--- src/rtl/reg_dbg_pkg.sv ---
// reg_dbg_pkg: shared types for the register-file dump reader.
package reg_dbg_pkg;
    typedef enum logic [1:0] {
        IDLE  = 2'd0,
        READ  = 2'd1,
        DRAIN = 2'd2,
        DONE  = 2'd3
    } dump_state_t;
endpackage

--- src/rtl/reg_file_dumper.sv ---
// reg_file_dumper: walks register-file addresses 0..2**A-1 and streams each word over valid/ready.
module reg_file_dumper
    import reg_dbg_pkg::*;
#(
    parameter int W = 8,
    parameter int A = 3
) (
    input  logic         Clk,
    input  logic         Reset,
    input  logic         Start,
    input  logic         Abort,
    output logic [A-1:0] RdAddr,
    input  logic [W-1:0] RdData,
    output logic         OutValid,
    input  logic         OutReady,
    output logic [W-1:0] OutData,
    output logic [A-1:0] OutAddr,
    output logic         OutLast,
    output logic         Busy,
    output logic         Done
);
    localparam logic [A:0] LAST = (A+1)'(2**A - 1);

    dump_state_t  state_q, state_d;
    logic [A:0]   cnt_q, cnt_d;
    logic         valid_q, valid_d, last_q, last_d;
    logic [W-1:0] data_q, data_d;
    logic [A-1:0] addr_q, addr_d;
    logic         load;

    // A new word enters the output register only when the previous one is gone or leaving.
    assign load = (state_q == READ) && (!valid_q || OutReady);

    always_comb begin
        state_d = state_q;
        cnt_d   = cnt_q;
        valid_d = valid_q;
        data_d  = data_q;
        addr_d  = addr_q;
        last_d  = last_q;
        if (Abort && state_q != IDLE) begin
            state_d = IDLE;
            cnt_d   = '0;
            valid_d = 1'b0;
        end else if (state_q == IDLE && Start) begin
            state_d = READ;
            cnt_d   = '0;
        end else if (load) begin
            data_d  = RdData;
            addr_d  = cnt_q[A-1:0];
            last_d  = cnt_q == LAST;
            valid_d = 1'b1;
            cnt_d   = cnt_q + 1'b1;
            state_d = cnt_q == LAST ? DRAIN : READ;
        end else if (state_q == DRAIN && valid_q && OutReady) begin
            valid_d = 1'b0;
            state_d = DONE;
        end else if (state_q == DONE) begin
            state_d = IDLE;
        end
    end

    always_ff @(posedge Clk or negedge Reset) begin
        if (!Reset) begin
            state_q <= IDLE;
            cnt_q   <= '0;
            valid_q <= 1'b0;
            data_q  <= '0;
            addr_q  <= '0;
            last_q  <= 1'b0;
        end else begin
            state_q <= state_d;
            cnt_q   <= cnt_d;
            valid_q <= valid_d;
            data_q  <= data_d;
            addr_q  <= addr_d;
            last_q  <= last_d;
        end
    end

    assign RdAddr   = cnt_q[A-1:0];
    assign OutValid = valid_q;
    assign OutData  = data_q;
    assign OutAddr  = addr_q;
    assign OutLast  = last_q;
    assign Busy     = state_q == READ || state_q == DRAIN;
    assign Done     = state_q == DONE;
endmodule

--- config.mk ---
export PLATFORM = sky130hd
export DESIGN_NAME = reg_file_dumper
export DESIGN_NICKNAME = d
export VERILOG_FILES = /design/src/rtl/reg_dbg_pkg.sv /design/src/rtl/reg_file_dumper.sv
export SDC_FILE = /design/constraint.sdc
export NUM_CORES = 1
export LEC_CHECK = 0
export BUFFER_PORTS_ARGS = -buffer_cell sky130_fd_sc_hd__buf_2
export CAP_MARGIN = 0
export CORE_ASPECT_RATIO = 1.5
export CORE_MARGIN = 4
export CORE_UTILIZATION = 44
export CTS_CLUSTER_DIAMETER = 60
export DETAILED_ROUTE_END_ITERATION = 8
export GPL_TIMING_DRIVEN = 0
export PLACE_DENSITY = 0.72
export SYNTH_ARGS = -nofsm -noshare
export SYNTH_HDL_FRONTEND = slang
export SYNTH_SLANG_ARGS = --single-unit
--- constraint.sdc ---
create_clock -name Clk -period 1.7 [get_ports Clk]
set_clock_uncertainty 0.05 [all_clocks]
set_input_delay 0.425 -clock Clk [delete_from_list [all_inputs] [get_ports Clk]]
set_output_delay 0.425 -clock Clk [all_outputs]
set_load 0.05 [all_outputs]
==> metrics.csv <==
metric,value,unit
wirelength,1940,um
post-dp-hpwl,1370,um
cts-buffers-inserted,3,
track_usage,14.8,%
cts_hold_buf,0,
fin_total_pwr,2.83,mW
period_share,104,%
vias_per_cell,5.17,
async_flop_share,100,%
num_antenna_cells,0,
die_x,46.4,um
place_congestion,0.753,
die-area,0.00304,sq mm
num_vias,740,
hold_ws,-0.00482,ns
start_util,46.9,%
io_pins,31,
crit_fanout,10,
antenna_found_initial,0,
maxSlewViolCount,0,
mostFrequentLayoutCells,"28 x buf_2, 18 x dfrtp_1, 12 x buf_4",
startpoint_type,flop,
worstPathRequired,1.84,ns
criticalPathCategory,reg2reg,
synth_nets,97,
fin_area,0.00132,sq mm
netlist_area,973,sq um
yosys_warnings,0,
relSlewSlack,72.9,%
cp_top_family,flip-flops,
clockBufferDepth,2,
worstPathCellList,inv_2 > ha_4 > nor2b_2 > a21o_1 > or2_4 > buf_12 > mux2_4,
worst_slack,-0.0621,ns
worst_pin_slew,0.407,ns
cp_slowest_cell,dfrtp_1,
hold_class,in2async,
drtPass1Iterations,4,
clock-sinks,19,
synthCells,79,
setup_viol,12,
grt_pass1_wl,3280,um
fmax,567,MHz
fin_crit,1.76,ns
synth_edf_count,0,
violations,"negative hold slack, negative setup slack",
clkTransAtPathRegs,0.10,ns
worstSkewPairLatency,0.29,ns
cap_violations,0,
area_delta_synth_final,35.2,%
irDropWorstVdd,1.15,mV
final-hold-violation-count,19,
portBuffers,30,
p_leak,0.716,nW
crit_path_end_kind,flop,
powerDensity,2150,mW/mm^2
tns,-0.543,ns
core.rowCount,20,
finalNonFillerCells,143,
avgSynthCellArea,12.3,sq um
htree_levels,1,
grt_pass1_vias,784,
n_fill_cell,168,
seq_area_frac_synth,48.8,%
grt_max_degree,20,
grt-ovfl-total,0,
slowest_delay,0.41,ns
drive_gt1_share,56.2,%
design.core.area,0.00208,sq mm
dpl.cell_count,131,
rsz0062_at_grt,true,
yosys_most_used_dff,dfrtp_1,
critPathArrivalTime,1.90,ns
synth-seq-cells,19,
placed_area,0.00117,sq mm
final_nets,140,
drtAntennaViolNets,0,
status,"complete, but fails checks",
wire_per_inst,13.6,um
drc,0,
cts_tree,done,
layout_commonest_cell,buf_2,
cp_num_buf_inv,2,
drtIter0Drc,19,
die_height,65.6,um
root_buffer,clkbuf_4,
yosysUniqueCellTypes,26,
-- cells in the mapped netlist, drive strengths merged, types with 2 or more instances --
master	number	area (sq um)
buf	5	41.3
xor2	3	26.3
nand3	3	15.0
nand2	3	11.3
inv	2	7.51
nor2b	2	12.5
ha	5	62.6
a21o	2	15.0
a21oi	2	10.0
nor2	9	33.8
mux2	12	173
dfrtp	19	475
-- layer usage --
layer  vias to the layer above  share of wire [%]  track usage, %
li1                        352                  -               -
met1                       360                 40            17.1
met2                        24                 51            25.0
met3                         4                7.6            3.01
met4                         0                1.9            6.41
met5                         -                  0               0
-- sequential cells by signal, indices dropped and copies added (netlist names) --
signal	cells
cnt_q	4
OutData	8
OutAddr	3
OutValid	1
OutLast	1
state_q	2
-- stage by stage --
| stage | hold WS, ns | util, % | setup slack [ns] |
|---|---|---|---|
| global route | 0.0246 | 63.4 | -0.110 |
| floorplan | 0.0794 | - | -0.0230 |
| global placement | 0.329 | 56.5 | -0.149 |
| detailed placement | 0.333 | 56.5 | -0.169 |
| CTS | 0.00249 | 61.6 | -0.0647 |
| finish | -0.00482 | 63.4 | -0.0621 |
-- repair_timing --
item,4_1_cts,5_1_grt
setup endpoints to repair,13,16
gates resized for setup,9,5
pin swaps,2,1
buffers inserted,7,1
-- logic make-up after synthesis --
| logic type | share of synthesized area, % |
|---|---|
| and+or+nand+nor | 12.9 |
| DFF | 48.8 |
| muxes | 17.7 |
| AOI/OAI and AO/OA | 5.91 |
| buffers and inverters | 5.53 |
| adders and majority gates | 6.43 |
| xor gates and xnor gates | 2.70 |
-- cell type report --
class | instances | area [sq um] | area share [%]
Buffer | 6 | 65.1 | 4.94
Clock buffer | 4 | 26.3 | 2.00
Inverter | 2 | 7.51 | 0.570
Multi-Input combinational cell | 52 | 487 | 37.0
Sequential cell | 19 | 477 | 36.2
Tap cell | 22 | 27.5 | 2.09
Timing Repair Buffer | 38 | 226 | 17.2
-- power by group --
group          switching, mW  internal, mW
Clock                  0.131        0.0914
Combinational           1.09         0.783
Sequential             0.112         0.621
Total                   1.33          1.50
-- path summary, 6_finish.rpt --
path	from	to	slack (ns)	depth (start not counted)
max in group asynchronous	Reset	OutValid	1.30	1
min in group Clk	RdData[7]	OutData[7]	0.30	2
max	state_q[1]	OutData[2]	-0.06	7
min	Reset	OutData[5]	-0.005	1
min reg2reg	OutData[5]	OutData[5]	0.46	1
max reg2reg	state_q[1]	OutData[2]	-0.06	7
Power figures use the tool's default switching activity.
